<file path="src/rtl/apb_cmd_sequencer_if.sv">
// APB bus bundle between the command sequencer (master) and the APB fabric (slave).
interface apb_cmd_sequencer_if #(
  parameter int unsigned ADDR_WIDTH = 32,
  parameter int unsigned DATA_WIDTH = 32
);
  logic [ADDR_WIDTH-1:0] paddr;
  logic                  pwrite;
  logic [DATA_WIDTH-1:0] pwdata;
  logic                  psel;
  logic                  penable;
  logic [DATA_WIDTH-1:0] prdata;
  logic                  pready;
  logic                  pslverr;

  modport master (
    output paddr, pwrite, pwdata, psel, penable,
    input  prdata, pready, pslverr
  );

  modport slave (
    input  paddr, pwrite, pwdata, psel, penable,
    output prdata, pready, pslverr
  );
endinterface

</file>
<file path="src/rtl/apb_cmd_sequencer.sv">
// apb_cmd_sequencer: pops one command at a time from the command buffer, runs it
// as a single APB transfer and pushes one {err, rdata} word to the response buffer.
// Optional feature macro: APB_CMD_SEQ_TIMEOUT_EN aborts an ACCESS phase that has
// waited TIMEOUT_CYCLES cycles without pready, answering with err=1, rdata=0.
module apb_cmd_sequencer #(
  parameter int unsigned ADDR_WIDTH     = 32,
  parameter int unsigned DATA_WIDTH     = 32,
  parameter int unsigned TIMEOUT_CYCLES = 16
) (
  input  logic                           clk,
  input  logic                           reset,
  input  logic [ADDR_WIDTH+DATA_WIDTH:0] cmd_dout,
  input  logic                           cmd_empty,
  output logic                           cmd_read_en,
  output logic [DATA_WIDTH:0]            rsp_din,
  output logic                           rsp_din_valid,
  input  logic                           rsp_full,
  apb_cmd_sequencer_if.master            apb,
  output logic                           busy,
  output logic [15:0]                    xfer_count
);

  localparam int unsigned CNT_W = 16;

  if (TIMEOUT_CYCLES == 0) begin : g_timeout_chk
    $error("TIMEOUT_CYCLES must be at least 1");
  end

  typedef enum logic [2:0] {
    IDLE   = 3'd0,
    FETCH  = 3'd1,
    SETUP  = 3'd2,
    ACCESS = 3'd3,
    RESP   = 3'd4
  } state_e;

  state_e                state_q;
  state_e                state_d;
  logic                  write_r;
  logic [ADDR_WIDTH-1:0] addr_r;
  logic [DATA_WIDTH-1:0] wdata_r;
  logic [DATA_WIDTH-1:0] rdata_r;
  logic                  err_r;
  logic                  psel_c;
  logic                  penable_c;
  logic                  timeout_c;

`ifdef APB_CMD_SEQ_TIMEOUT_EN
  localparam int unsigned WAIT_W = $clog2(TIMEOUT_CYCLES + 1);

  logic [WAIT_W-1:0] wait_q;

  // Expiry fires on the wait cycle that would bring the count to TIMEOUT_CYCLES.
  assign timeout_c = (state_q == ACCESS) && !apb.pready &&
                     (wait_q == WAIT_W'(TIMEOUT_CYCLES - 1));

  // Counts ACCESS cycles spent without pready; cleared in SETUP, i.e. on ACCESS entry.
  always_ff @(posedge clk or posedge reset) begin
    if (reset) begin
      wait_q <= '0;
    end else if (state_q == SETUP) begin
      wait_q <= '0;
    end else if ((state_q == ACCESS) && !apb.pready) begin
      wait_q <= wait_q + WAIT_W'(1);
    end
  end
`else
  assign timeout_c = 1'b0;
`endif

  // State register.
  always_ff @(posedge clk or posedge reset) begin
    if (reset) begin
      state_q <= IDLE;
    end else begin
      state_q <= state_d;
    end
  end

  // Next state plus the buffer strobes and APB phase decode.
  always_comb begin
    state_d       = state_q;
    cmd_read_en   = 1'b0;
    rsp_din_valid = 1'b0;
    psel_c        = 1'b0;
    penable_c     = 1'b0;
    case (state_q)
      IDLE: begin
        if (!cmd_empty) begin
          cmd_read_en = 1'b1;
          state_d     = FETCH;
        end
      end
      FETCH: begin
        state_d = SETUP;
      end
      SETUP: begin
        psel_c  = 1'b1;
        state_d = ACCESS;
      end
      ACCESS: begin
        psel_c    = 1'b1;
        penable_c = 1'b1;
        if (apb.pready || timeout_c) begin
          state_d = RESP;
        end
      end
      RESP: begin
        if (!rsp_full) begin
          rsp_din_valid = 1'b1;
          state_d       = IDLE;
        end
      end
      default: begin
        state_d = IDLE;
      end
    endcase
  end

  // Command latch, response capture and completed-response counter.
  always_ff @(posedge clk or posedge reset) begin
    if (reset) begin
      write_r    <= 1'b0;
      addr_r     <= '0;
      wdata_r    <= '0;
      rdata_r    <= '0;
      err_r      <= 1'b0;
      xfer_count <= '0;
    end else begin
      if (state_q == FETCH) begin
        {write_r, addr_r, wdata_r} <= cmd_dout;
      end
      if ((state_q == ACCESS) && apb.pready) begin
        rdata_r <= write_r ? '0 : apb.prdata;
        err_r   <= apb.pslverr;
      end else if (timeout_c) begin
        rdata_r <= '0;
        err_r   <= 1'b1;
      end
      if (rsp_din_valid) begin
        xfer_count <= xfer_count + CNT_W'(1);
      end
    end
  end

  assign apb.psel    = psel_c;
  assign apb.penable = penable_c;
  assign apb.paddr   = addr_r;
  assign apb.pwrite  = write_r;
  assign apb.pwdata  = wdata_r;
  assign rsp_din     = {err_r, rdata_r};
  assign busy        = (state_q != IDLE);

endmodule
</file>
<file path="src/flat_wrapper.sv">
// flat-port wrapper written by rule: the top's interface ports become plain ports
module apb_cmd_sequencer_flat 
#(
  parameter int unsigned ADDR_WIDTH     = 32,
  parameter int unsigned DATA_WIDTH     = 32,
  parameter int unsigned TIMEOUT_CYCLES = 16
)
  (clk, reset, cmd_dout, cmd_empty, cmd_read_en, rsp_din, rsp_din_valid, rsp_full, busy, xfer_count, apb_paddr, apb_pwrite, apb_pwdata, apb_psel, apb_penable, apb_prdata, apb_pready, apb_pslverr);
  apb_cmd_sequencer_if #(.ADDR_WIDTH(ADDR_WIDTH), .DATA_WIDTH(DATA_WIDTH)) apb_i ();
  input  logic clk;
  input  logic reset;
  input  logic [ADDR_WIDTH+DATA_WIDTH:0] cmd_dout;
  input  logic cmd_empty;
  output logic cmd_read_en;
  output logic [DATA_WIDTH:0] rsp_din;
  output logic rsp_din_valid;
  input  logic rsp_full;
  output logic busy;
  output logic [15:0] xfer_count;
  output wire logic [$bits(apb_i.paddr)-1:0] apb_paddr;
  output wire logic [$bits(apb_i.pwrite)-1:0] apb_pwrite;
  output wire logic [$bits(apb_i.pwdata)-1:0] apb_pwdata;
  output wire logic [$bits(apb_i.psel)-1:0] apb_psel;
  output wire logic [$bits(apb_i.penable)-1:0] apb_penable;
  input wire logic [$bits(apb_i.prdata)-1:0] apb_prdata;
  input wire logic [$bits(apb_i.pready)-1:0] apb_pready;
  input wire logic [$bits(apb_i.pslverr)-1:0] apb_pslverr;
  assign apb_paddr = apb_i.paddr;
  assign apb_pwrite = apb_i.pwrite;
  assign apb_pwdata = apb_i.pwdata;
  assign apb_psel = apb_i.psel;
  assign apb_penable = apb_i.penable;
  assign apb_i.prdata = apb_prdata;
  assign apb_i.pready = apb_pready;
  assign apb_i.pslverr = apb_pslverr;
  apb_cmd_sequencer #(.ADDR_WIDTH(ADDR_WIDTH), .DATA_WIDTH(DATA_WIDTH), .TIMEOUT_CYCLES(TIMEOUT_CYCLES)) u_core (.clk(clk), .reset(reset), .cmd_dout(cmd_dout), .cmd_empty(cmd_empty), .cmd_read_en(cmd_read_en), .rsp_din(rsp_din), .rsp_din_valid(rsp_din_valid), .rsp_full(rsp_full), .apb(apb_i), .busy(busy), .xfer_count(xfer_count));
endmodule
</file>
<file path="config.mk">
export PLATFORM = sky130hd
export DESIGN_NAME = apb_cmd_sequencer_flat
export DESIGN_NICKNAME = d
export VERILOG_FILES = /design/src/rtl/apb_cmd_sequencer_if.sv /design/src/rtl/apb_cmd_sequencer.sv /design/src/flat_wrapper.sv
export SDC_FILE = /design/constraint.sdc
export NUM_CORES = 1
export LEC_CHECK = 0
export CORE_MARGIN = 1.5
export CORE_UTILIZATION = 37
export DETAILED_ROUTE_END_ITERATION = 7
export PLACE_DENSITY = 0.86
export SETUP_SLACK_MARGIN = 0.1
export SLEW_MARGIN = 20
export SYNTH_ARGS = -nofsm -noshare
export SYNTH_HDL_FRONTEND = slang
export SYNTH_SLANG_ARGS = --single-unit
</file>
<file path="constraint.sdc">
create_clock -name clk -period 3.68 [get_ports clk]
set_input_delay 0.552 -clock clk [delete_from_list [all_inputs] [get_ports clk]]
set_output_delay 0.552 -clock clk [all_outputs]
set_load 0.005 [all_outputs]
</file>
==> results.py <==
metrics = {
    "power": {
        "p_total_mw": 6.23,
        "powerDensity_nw_per_um2": 820,
        "leakage_nw": 3.21,
        "ir_worst_vdd_uv": 452,
        "power_frac_comb_pct": 39.5,
        "pwr-share-seq_pct": 35.8,
        "internal-power_mw": 4.51,
        "power.switching_mw": 1.72,
        "p_clk_share_pct": 24.7,
        "swShare_pct": 27.6,
    },
    "worst_setup_path": {
        "end_kind": "primary output",
        "crit_start": "rsp_full",
        "start_kind": "input pin",
        "required_ps": 3130,
        "worstSetupPathType": "in2out",
        "r2r_end": "u_core.xfer_count[10]$_DFFE_PP0P_",
        "ff2ff_path_depth": 4,
        "r2r_slack_ps": 1690,
        "worstSetupEndpoint": "rsp_din_valid",
        "cp.arrival_ps": 2340,
        "cp_max_fo": 6,
        "r2r-start": "u_core.state_q[1]$_DFFE_PP0P_",
    },
    "sta": {
        "relSlewSlack_pct": 47.3,
        "finalCritPeriodShare_pct": 78.6,
        "rsz0062_at_grt": "no",
        "setup_viol": 0,
        "fin_crit_ps": 2890,
        "tightest_slew_ps": 790,
        "report.final.slew_viol_count": 0,
        "tns_ps": 0,
        "max_freq_mhz": 346,
        "skew_ps": 6.28,
        "hold_viol_final": 0,
    },
    "route": {
        "drt_first_iter_violations": 124,
        "antenna_left": 0,
        "drcViolationCount": 0,
        "dr.pass1.iters": 4,
        "vias": 3560,
        "post_drt_wl_per_cell_um": 15.3,
        "vias_per_cell": 4.65,
        "wirelength_um": 11700,
    },
    "yosys": {
        "async_flop_share_pct": 100,
        "syn_inst": 361,
        "synth_warnings": 0,
        "synthesis.area_um2": 4670,
        "syn-num-nets": 465,
        "synth_edf_count": 0,
        "ys_types": 30,
        "synth-seq-area-share_pct": 62.7,
        "synth_area_per_cell_um2": 12.9,
        "synth_flop_cell": "dfrtp_1",
        "synth-seq-cells": 117,
    },
    "clock_network": {
        "max-clock-path-buffers": 2,
        "insertion_delay_ps": 410,
        "cts_tree": "built",
        "postCtsHoldBufs": 0,
        "post-cts-setup-buffer-count": 0,
        "cts-root-buf": "clkbuf_16",
        "path_clk_slew_ps": 50,
        "cts_buffers": 17,
        "htreeDepth": 4,
        "clock-sinks": 117,
        "cts_resized": 0,
    },
    "global_routing": {
        "grt.total_usage_pct": 18.3,
        "antenna_found_initial": 0,
        "grt_pass1_wl_um": 18500,
        "grt_max_degree": 118,
        "grt-ovfl-total": 0,
        "grt_pass1_vias": 3708,
    },
    "hold_path": {
        "hp-class": "reg2reg",
    },
    "die": {
        "core_um2": 12200,
        "die_h_um": 115,
        "initial_core_util_pct": 38.4,
        "std_cell_rows": 40,
        "dieArea_um2": 13300,
        "fp.dieW_um": 115,
        "io_pins": 222,
    },
    "cells_and_area": {
        "drive_gt1_share_pct": 17.6,
        "antenna-diode-count": 0,
        "layout.nets": 688,
        "area_growth_pct": 62.8,
    },
    "job": {
        "cap_violations": 0,
    },
    "place": {
        "port_buffers": 221,
        "hpwl_um": 8520,
        "gp_congestion": 0.782,
    },
    "run_status": {
        "outcome": "completed",
    },
}
-- worst min path at each step --
stage | startpoint | end | cells past startpoint
finish | u_core.rdata_r[11]$_DFFE_PP0P_ | u_core.rdata_r[11]$_DFFE_PP0P_ | 2
global placement | u_core.rdata_r[30]$_DFFE_PP0P_ | u_core.rdata_r[30]$_DFFE_PP0P_ | 2
CTS | u_core.rdata_r[11]$_DFFE_PP0P_ | u_core.rdata_r[11]$_DFFE_PP0P_ | 2
detailed placement | u_core.rdata_r[4]$_DFFE_PP0P_ | u_core.rdata_r[4]$_DFFE_PP0P_ | 2
floorplan | u_core.xfer_count[15]$_DFFE_PP0P_ | u_core.xfer_count[15]$_DFFE_PP0P_ | 1
global route | u_core.xfer_count[15]$_DFFE_PP0P_ | u_core.xfer_count[15]$_DFFE_PP0P_ | 1
-- through the flow --
step / setup slack, ps / hold WS, ps / std cells / util [%] / cell area, um2
CTS: 782 / 482 / 765 / 62.5 / 7600
floorplan: 1700 / 468 / 361 / - / 4670
detailed placement: 790 / 474 / 733 / 57.9 / 7040
global route: 691 / 493 / 765 / 62.5 / 7600
global placement: 792 / 461 / 733 / 57.9 / 7040
finish: 787 / 477 / 765 / 62.5 / 7600
-- power groups by stage --
| stage | registers, mW | logic [mW] | clock network, mW |
|---|---|---|---|
| 2_1_floorplan | 2.21 | 1.04 | 0 |
| 3_3_place_gp | 2.21 | 2.43 | 0 |
| 3_5_place_dp | 2.26 | 2.49 | 0 |
| 4_1_cts | 2.24 | 2.51 | 1.58 |
| 5_1_grt | 2.32 | 2.67 | 1.63 |
| 6_report | 2.23 | 2.46 | 1.54 |
-- layer usage --
layer,up-vias,wire length [um],share of wire (%),GRT usage (%)
li1,1667,-,-,-
met1,1710,4350,37,19.3
met2,155,6000,51,31.4
met3,28,1040,8.9,7.43
met4,0,321,2.7,9.30
met5,-,0,0,0
-- final cells by class --
cell class	count	area, um2
sequential	117	2930
clock buffer	23	488
fill	931	4560
inverter	5	22.5
tap	168	210
clock inverter	9	76.3
timing repair buffer	226	2260
multi-input combinational	217	1610
-- synth_stat cells (all sizes together) (2+ instances only) --
cell	instances	area (um2)
dfrtp	117	2930
mux2	66	743
nand2	41	154
nand2b	32	200
o21ai	32	160
buf	12	75.1
xnor2	11	96.3
clkbuf	10	37.5
nand4	6	37.5
inv	5	18.8
nor2	4	15.0
xor2	4	35.0
and3	3	18.8
a21oi	2	10.0
and4	2	17.5
nand3	2	10.0
nor3b	2	15.0
-- kinds of logic after synthesis --
kind of cell	share of synthesized area, %
compound gates	4.10
flops	62.7
buf+inv	2.81
xor+xnor	2.81
fa+ha+maj	0.268
mux	15.9
simple gates	11.4
-- worst max-delay path: stages --
cell and delay [ps]:
clkdlybuf4s50_1 410, or4b_1 630, inv_1 210, clkdlybuf4s50_1 540
-- layout by cell type (no fill, tap or decap), drive strengths merged, types with 2 or more instances in the layout --
cell,count
clkdlybuf4s50,221
mux2,66
nand4,6
a21oi,2
dfrtp,117
clkbuf,23
nand3,2
nor3b,2
inv,4
clkinv,7
buf,5
xor2,4
nand2,41
and3,3
nand2b,32
xnor2,11
clkinvlp,2
and4,2
nor2,4
o21ai,32
-- registers in the layout (all words and copies together), names as in the netlist --
signal	count
u_core.apb.paddr	32
u_core.apb.pwdata	32
u_core.apb.pwrite	1
u_core.err_r	1
u_core.rdata_r	32
u_core.state_q	3
u_core.xfer_count	16
Note: power is estimated with default switching activity, not from simulation.
